### src/rtl/conv_stream_pkg.sv
// Shared types and helpers for the streaming convolution engine.
// Imported by the line buffer and the engine top.
package conv_stream_pkg;

   typedef enum logic [2:0] {
      S_IDLE,
      S_LOAD_WGT,
      S_STREAM,
      S_COMMIT,
      S_OUTPUT
   } state_t;

   function automatic int ofm_size(input int n, input int k, input int s);
      return (n - k) / s + 1;
   endfunction

   // Full-precision width of a KxK sum of pixel*weight products.
   function automatic int mac_width(input int iw, input int ww, input int k);
      return iw + 1 + ww + $clog2(k * k);
   endfunction

endpackage

### src/rtl/conv_line_buffer.sv
// K-1 row delay lines plus the KxK sliding window register.
// Window element (r,c) is packed MSB-first in raster order.
module conv_line_buffer
   import conv_stream_pkg::*;
#(
   parameter int IW = 8,
   parameter int K  = 3,
   parameter int N  = 9
) (
   input  logic              clk,
   input  logic              rst_n,
   input  logic              shift_en,
   input  logic [IW-1:0]     din,
   output logic [K*K*IW-1:0] window
);

   logic [IW-1:0] lb  [K-1][N];
   logic [IW-1:0] win [K][K];
   logic [IW-1:0] tap [K];

   // tap[j] is the pixel j rows above the incoming one
   always_comb begin
      tap[0] = din;
      for (int j = 1; j < K; j++)
         tap[j] = lb[j-1][N-1];
   end

   always_ff @(posedge clk) begin
      if (shift_en) begin
         for (int j = 0; j < K - 1; j++) begin
            for (int i = N - 1; i > 0; i--)
               lb[j][i] <= lb[j][i-1];
            lb[j][0] <= tap[j];
         end
      end
   end

   always_ff @(posedge clk) begin
      if (!rst_n) begin
         for (int r = 0; r < K; r++)
            for (int c = 0; c < K; c++)
               win[r][c] <= '0;
      end else if (shift_en) begin
         for (int r = 0; r < K; r++) begin
            for (int c = 0; c < K - 1; c++)
               win[r][c] <= win[r][c+1];
            win[r][K-1] <= tap[K-1-r];
         end
      end
   end

   always_comb begin
      window = '0;
      for (int r = 0; r < K; r++)
         for (int c = 0; c < K; c++)
            window[(K*K-1-(r*K+c))*IW +: IW] = win[r][c];
   end

endmodule

### src/rtl/conv_stream_engine.sv
// Streaming KxK convolution with channel accumulation, stride and ReLU.
// Finished output map is streamed from the psum array with backpressure.
module conv_stream_engine
   import conv_stream_pkg::*;
#(
   parameter int DATA_WIDTH   = 16,
   parameter int IFM_WIDTH    = 8,
   parameter int WEIGHT_WIDTH = 8,
   parameter int KERNEL_SIZE  = 3,
   parameter int IFM_SIZE     = 9,
   parameter int STRIDE       = 1,
   parameter int CI           = 3
) (
   input  logic clk,
   input  logic rst_n,
   input  logic start,
   input  logic relu_en,
   input  logic wgt_valid,
   output logic wgt_ready,
   input  logic [KERNEL_SIZE*KERNEL_SIZE*WEIGHT_WIDTH-1:0] wgt,
   input  logic ifm_valid,
   output logic ifm_ready,
   input  logic [IFM_WIDTH-1:0] ifm,
   output logic out_valid,
   input  logic out_ready,
   output logic [DATA_WIDTH-1:0] out_data,
   output logic out_last,
   output logic busy,
   output logic end_conv
);

   localparam int K   = KERNEL_SIZE;
   localparam int KK  = K * K;
   localparam int OFM = ofm_size(IFM_SIZE, K, STRIDE);
   localparam int NO  = OFM * OFM;
   localparam int RW  = $clog2(IFM_SIZE);
   localparam int XW  = $clog2(NO + 1);
   localparam int CW  = (CI > 1) ? $clog2(CI) : 1;

   state_t state, state_n;
   logic [RW-1:0] row, col;
   logic [CW-1:0] ch;
   logic relu_q;
   logic [KK*WEIGHT_WIDTH-1:0] wgt_q;
   logic [KK*IFM_WIDTH-1:0] window;
   logic mac_vld;
   logic [XW-1:0] mac_idx, oidx, win_idx;
   logic [DATA_WIDTH-1:0] psum [NO];
   logic [DATA_WIDTH-1:0] mac_sum, rd;
   logic win_ok, wgt_hs, ifm_hs, out_hs, last_px;

   assign wgt_hs  = wgt_valid && wgt_ready;
   assign ifm_hs  = ifm_valid && ifm_ready;
   assign out_hs  = out_valid && out_ready;
   assign last_px = ifm_hs && row == RW'(IFM_SIZE - 1)
                           && col == RW'(IFM_SIZE - 1);
   assign rd      = psum[oidx];

   conv_line_buffer #(
      .IW(IFM_WIDTH), .K(K), .N(IFM_SIZE)
   ) u_lb (
      .clk(clk), .rst_n(rst_n), .shift_en(ifm_hs),
      .din(ifm), .window(window)
   );

   always_comb begin
      state_n   = state;
      wgt_ready = 1'b0;
      ifm_ready = 1'b0;
      busy      = (state != S_IDLE);
      unique case (state)
         S_IDLE:     if (start) state_n = S_LOAD_WGT;
         S_LOAD_WGT: begin
            wgt_ready = 1'b1;
            if (wgt_valid) state_n = S_STREAM;
         end
         S_STREAM:   begin
            ifm_ready = 1'b1;
            if (last_px) state_n = S_COMMIT;
         end
         S_COMMIT:
            state_n = (ch == CW'(CI - 1)) ? S_OUTPUT : S_LOAD_WGT;
         S_OUTPUT:   if (out_hs && out_last) state_n = S_IDLE;
         default:    state_n = S_IDLE;
      endcase
   end

   // Window position relative to the first full window, in stride steps
   always_comb begin : win_calc
      int rr;
      int cc;
      rr = int'(row) - (K - 1);
      cc = int'(col) - (K - 1);
      win_ok = rr >= 0 && cc >= 0
            && (rr % STRIDE) == 0 && (cc % STRIDE) == 0
            && (rr / STRIDE) < OFM && (cc / STRIDE) < OFM;
      win_idx = win_ok ? XW'((rr / STRIDE) * OFM + cc / STRIDE) : '0;
   end

   // Modular arithmetic makes DATA_WIDTH-wide products exact after truncation
   always_comb begin : mac
      logic [DATA_WIDTH-1:0] a, b;
      mac_sum = '0;
      for (int e = 0; e < KK; e++) begin
         a = DATA_WIDTH'(window[(KK-1-e)*IFM_WIDTH +: IFM_WIDTH]);
         b = DATA_WIDTH'(signed'(wgt_q[(KK-1-e)*WEIGHT_WIDTH +: WEIGHT_WIDTH]));
         mac_sum = mac_sum + a * b;
      end
   end

   always_ff @(posedge clk) begin
      if (mac_vld)
         psum[mac_idx] <= (ch == '0) ? mac_sum : psum[mac_idx] + mac_sum;
   end

   always_ff @(posedge clk) begin
      if (!rst_n) begin
         state     <= S_IDLE;
         row       <= '0;
         col       <= '0;
         ch        <= '0;
         relu_q    <= 1'b0;
         wgt_q     <= '0;
         mac_vld   <= 1'b0;
         mac_idx   <= '0;
         oidx      <= '0;
         out_valid <= 1'b0;
         out_data  <= '0;
         out_last  <= 1'b0;
         end_conv  <= 1'b0;
      end else begin
         state    <= state_n;
         mac_vld  <= ifm_hs && win_ok;
         mac_idx  <= win_idx;
         end_conv <= (state == S_OUTPUT) && out_hs && out_last;
         unique case (state)
            S_IDLE: if (start) begin
               ch     <= '0;
               relu_q <= relu_en;
            end
            S_LOAD_WGT: if (wgt_hs) begin
               wgt_q <= wgt;
               row   <= '0;
               col   <= '0;
            end
            S_STREAM: if (ifm_hs) begin
               if (col == RW'(IFM_SIZE - 1)) begin
                  col <= '0;
                  row <= (row == RW'(IFM_SIZE - 1)) ? '0 : row + RW'(1);
               end else begin
                  col <= col + RW'(1);
               end
            end
            S_COMMIT: begin
               oidx <= '0;
               if (ch != CW'(CI - 1)) ch <= ch + CW'(1);
            end
            S_OUTPUT: begin
               if (out_hs && out_last) begin
                  out_valid <= 1'b0;
                  out_last  <= 1'b0;
               end else if (!out_valid || out_ready) begin
                  out_valid <= 1'b1;
                  out_data  <= (relu_q && rd[DATA_WIDTH-1]) ? '0 : rd;
                  out_last  <= (oidx == XW'(NO - 1));
                  oidx      <= oidx + XW'(1);
               end
            end
            default: ;
         endcase
      end
   end

endmodule

### config.mk
export PLATFORM = sky130hd
export DESIGN_NAME = conv_stream_engine
export DESIGN_NICKNAME = d
export VERILOG_FILES = /design/src/rtl/conv_stream_pkg.sv /design/src/rtl/conv_line_buffer.sv /design/src/rtl/conv_stream_engine.sv
export SDC_FILE = /design/constraint.sdc
export NUM_CORES = 2
export LEC_CHECK = 0
export ABC_AREA = 1
export CAP_MARGIN = 20
export CORE_MARGIN = 10
export CORE_UTILIZATION = 27
export DETAILED_ROUTE_END_ITERATION = 7
export RECOVER_POWER = 100
export SLEW_MARGIN = 20
export SYNTH_ARGS = -nofsm -noshare
export SYNTH_HDL_FRONTEND = slang
export SYNTH_SLANG_ARGS = --single-unit
export TNS_END_PERCENT = 30
### constraint.sdc
create_clock -name clk -period 30.6 [get_ports clk]
set_input_delay 9.18 -clock clk [delete_from_list [all_inputs] [get_ports clk]]
set_output_delay 9.18 -clock clk [all_outputs]
set_load 0.02 [all_outputs]
# Word-level counts from Yosys, hierarchy flattened
# Memory sizes are Yosys's and may differ from the RTL's. A register that Yosys moved wholly into a read port is not among the register bits.
# Cells that the tools add are included.
# totals
register_bits	118
ramBits	1000
in_bits	87
output_inout_bits	22
word_cells	154
n_memories	3
# classes
n_addsub	16
n_mul	10
order_cmp	4
eq_ne	19
mux	47
bitwise_logic	10
reduce_logical	32
# mem_list
name	depth	width	read_ports	rd_ports_with_merged_regs	wr	line_no	text
psum	49	16	2	2	1	conv_stream_engine.sv:48	logic [DATA_WIDTH-1:0] psum [NO];
u_lb.lb	2	72	2	0	2	conv_line_buffer.sv:17	logic [IW-1:0] lb [K-1][N];
u_lb.win	3	24	3	0	3	conv_line_buffer.sv:18	logic [IW-1:0] win [K][K];
# ops
operator	count
16-bit adder	9
9-bit by 8-bit multiplier with 16-bit output	9
8-bit 2-to-1 mux	9
16-bit 2-to-1 mux	2
6-bit 2-to-1 mux	5
4-bit 2-to-1 mux	6
2-bit != test, second input constant	10
4-bit case mux with 2 select lines	2
3-bit 2-to-1 mux	5
3-bit case mux with 5 select lines	1
1-bit logical AND	13
1-bit 2-to-1 mux	13
6-bit case mux with 2 select lines	1
3-bit AND reduction	4
5-bit by 1-bit greater-or-equal comparator with 1-bit output, second input constant	2
5-bit by 4-bit less-than comparator with 1-bit output, second input constant	2
4-bit by 2-bit subtractor with 5-bit output, second input constant	2
1-bit OR	9
4-bit by 1-bit adder with 4-bit output, second input constant	2
4-bit == test, second input constant	2
2-bit AND reduction	4
4-bit AND reduction	2
2-bit nonzero test	4
6-bit by 1-bit adder with 6-bit output, second input constant	1
other kinds (17)	19

# Logic depth before layout (Yosys ltp)
# An unclocked memory read counts as a cell.
# depth
word_depth	12
ltp_mapped	45

# Modules after synthesis
# A second synthesis with hierarchy kept.
# hier_totals
cells_unflattened	6990
hier_area_um2	70137.3
# modules_own_cells
mod	instances	cells_per_inst	area_per_inst_um2
conv_stream_engine	1	6620	62980.4
conv_line_buffer	1	370	7156.9

# Worst setup path after synthesis
# OpenSTA, ideal clock, no wires.
# synth_timing
path_kind	input to register
from	in ifm_valid
to	mem u_lb.win[0][0] (netlist name) (enable)
setup_time_ns	0.432
arrival_ns	13.162
t_required_ns	30.168
path_slack_ns	17.006
path_stages	4
n_path_buf	0
cell_sequence	inv_1 -> nor2_4 -> inv_2 -> nand2_1
# synth_rtl
item	line_no	text
from (decl)	conv_stream_engine.sv:21	input logic ifm_valid,
to (decl)	conv_line_buffer.sv:18	

==> impl_metrics.csv <==
group,metric,value,unit
timing,relSlewSlack,-319,%
detailed_routing,avgRoutedWirePerCell,22.4,um
grt,gr-total-overflow,0,
timing,final_hold_viol_count,0,
yosys,syn_area,0.0701,sq mm
grt,grt_pass1_vias,51985,
timing,fmax,0.0609,GHz
timing,finalClockSkew,71.4,ps
job,cap_violations,38,
clock_tree,numCtsBuffers,116,
detailed_routing,ant_nets,0,
worst_setup_path,crit_slowest_cell,"clkbuf_1",
clock_tree,post-cts-setup-buffers,0,
yosys,ys_types,60,
yosys,synth-seq-cells,1124,
final_layout,regArea,0.0325,sq mm
final_layout,syn2layout_area_growth,11.3,%
clock_tree,clk_pin_slew,60,ps
status,violations,"design-rule violations, max-capacitance violations, max-slew violations",
final_layout,finalNetCount,7785,
timing,min_period,16410,ps
yosys,async_flop_share,0,%
yosys,yosysSeqAreaShare,46.4,%
placed_design,dp_slack,18270,ps
die,fp.dieW,529,um
status,outcome,"finished, violations left",
worst_setup_path,critPathMaxStageDelay,4460,ps
yosys,synth_warnings,0,
grt,grt_first_pass_wirelength,340,mm
timing,slew_viol_final,1549,
die,initial_core_util,27.2,%
placed_design,port-buffer-count,108,
final_layout,post-route-util,30.3,%
grt,grt_max_degree,193,
worst_setup_path,cp_top_family,"buffers and inverters",
timing,worst_slack,14190,ps
clock_tree,post_cts_resized,0,
placed_design,gp_congestion,0.917,
clock_tree,cts_tree,"yes",
yosys,ys_top_cells_by_count,"nand2_1, inv_1, edfxtp_1",
final_layout,multi_input_area,0.0310,sq mm
worst_setup_path,path_buf_inv,6,
clock_tree,clockBufferDepth,3,
final_layout,nFillCells,26064,
yosys,yosysMostFrequentCell,"nand2_1",
worst_setup_path,critPathCaptureType,"flip-flop",
timing,grt_setup_unrepaired,"false",
worst_setup_path,crit_path_cell_trace,"clkbuf_1, inv_1, nand3_1, clkbuf_1, inv_1, a22oi_1, nand4_1, a22oi_1, nand4_1, ha_1, fa_1, nand3_1, nand2_1, inv_1, o21a_1, xor2_1, o21ai_0, clkbuf_1",
grt,grt_antenna_before_repair,15,
worst_setup_path,required,30860,ps
clock_tree,clk_latency,800,ps
yosys,synth_edf_count,1000,
timing,setup_viol,0,
worst_setup_path,critPathArrivalTime,16680,ps
worst_setup_path,worst_setup_path_start_kind,"flip-flop",
yosys,synth_cells,6944,
yosys,syn-num-nets,7867,
worst_hold_path,hold_class,"flip-flop to flip-flop",
yosys,yosysTopAreaCell,"edfxtp_1",
clock_tree,htreeDepth,3,
detailed_routing,first_iter_violations,6808,
clock_tree,postCtsHoldBufs,0,
die,die-area,0.280,sq mm
grt,grt_usage,16.0,%
yosys,synth_flop_cell,"edfxtp_1",
worst_setup_path,path_class,"flip-flop to flip-flop",
detailed_routing,drc_errors,1,
detailed_routing,routed_wirelength,232,mm
detailed_routing,num_vias,52397,
detailed_routing,via_per_inst,5.06,
yosys,synth_area_leaders,"edfxtp_1, fa_1, nand2_1",
timing,fin_setup_tns,0,ps
die,die_y,529,um
final_layout,drive_gt1_share,4.25,%
timing,post-route-period-util,53.6,%
yosys,synth_top_area_share,42.9,%
yosys,synth.avg_cell_area,10.1,sq um
die,io_pins,109,
clock_tree,cts.root.buffer_cell,"clkbuf_16",
worst_setup_path,worstPathMaxFanout,74,
die,core-area,0.258,sq mm
timing,tightestPinTransition,6290,ps
detailed_routing,first_pass_iters,8,
placed_design,dp_hpwl,157,mm
clock_tree,cts_sinks,1124,
die,rows,186,
[path summary, 6_finish.rpt]
path	startpoint	endpoint	slack (ps)	cells after the start
worst max-delay path	mac_idx[0]	psum[35][6]	14190	18
worst min-delay path	u_lb.lb[0][28]	u_lb.lb[0][20]	410	0
worst max register to register	mac_idx[0]	psum[35][6]	14190	18
worst min register to register	u_lb.lb[0][28]	u_lb.lb[0][20]	410	0
[kinds of logic (layout without fill, tap and decap cells)]
logic type	count (synthesis)	after routing	share of synthesized area, %
other cells	0	8	0
xor+xnor	44	44	0.550
flops	1124	1124	46.4
compound gates	1104	1104	10.1
simple gates	2197	2197	12.8
buf+inv	1639	1657	9.49
fa+ha+maj	836	836	20.7
[metal layers]
metal	up-vias	track usage (%)	wire length (um)
met4	14	7.23	11700
li1	22884	-	-
met1	25731	21.4	93200
met3	679	3.69	26100
met2	3089	24.5	101000
met5	-	0.0684	221
[layout make-up]
class / instances / share of cell area, %
timing repair buffer: 233 / 2.27
clock inverter: 71 / 0.963
inverter: 1206 / 5.84
clock buffer: 147 / 4.05
multi-input combinational: 4181 / 39.7
tap: 3384 / 5.43
sequential: 1124 / 41.7
antenna: 8 / 0.0257
[per-stage QoR]
step / hold WS [ps] / area [sq um] / cells
global route: 416 / 77900 / 10348
detailed placement: 405 / 74500 / 10127
CTS: 417 / 78400 / 10345
finish: 414 / 78000 / 10354
floorplan: 400 / 70100 / 6944
global placement: 401 / 74500 / 10127
[cell usage in the layout, fill, tap and decap left out, types with 43 or more instances in the layout]
master / n
a32o_1: 59
o22ai_1: 316
a21oi_1: 258
edfxtp_1: 1000
ha_1: 302
o41ai_1: 54
inv_1: 1193
o211ai_1: 69
buf_4: 43
clkbuf_1: 101
clkbuf_16: 120
nand2_1: 1342
dfxtp_1: 120
fa_1: 534
clkdlybuf4s50_1: 76
o21ai_0: 213
nand3_1: 311
nor2_1: 442
[flip-flops by register name, indices dropped and copies added (netlist names), named ones only]
register / count
row: 4
out_last: 1
mac_vld: 1
wgt_q: 72
col: 4
mac_idx: 6
u_lb.win: 72
out_valid: 1
u_lb.lb: 144
oidx: 6
end_conv: 1
state: 3
relu_q: 1
out_data: 16
ch: 2
psum: 784
Power is not shown: default switching activity piles up to over one toggle a cycle in this logic, so the estimate is an artifact.
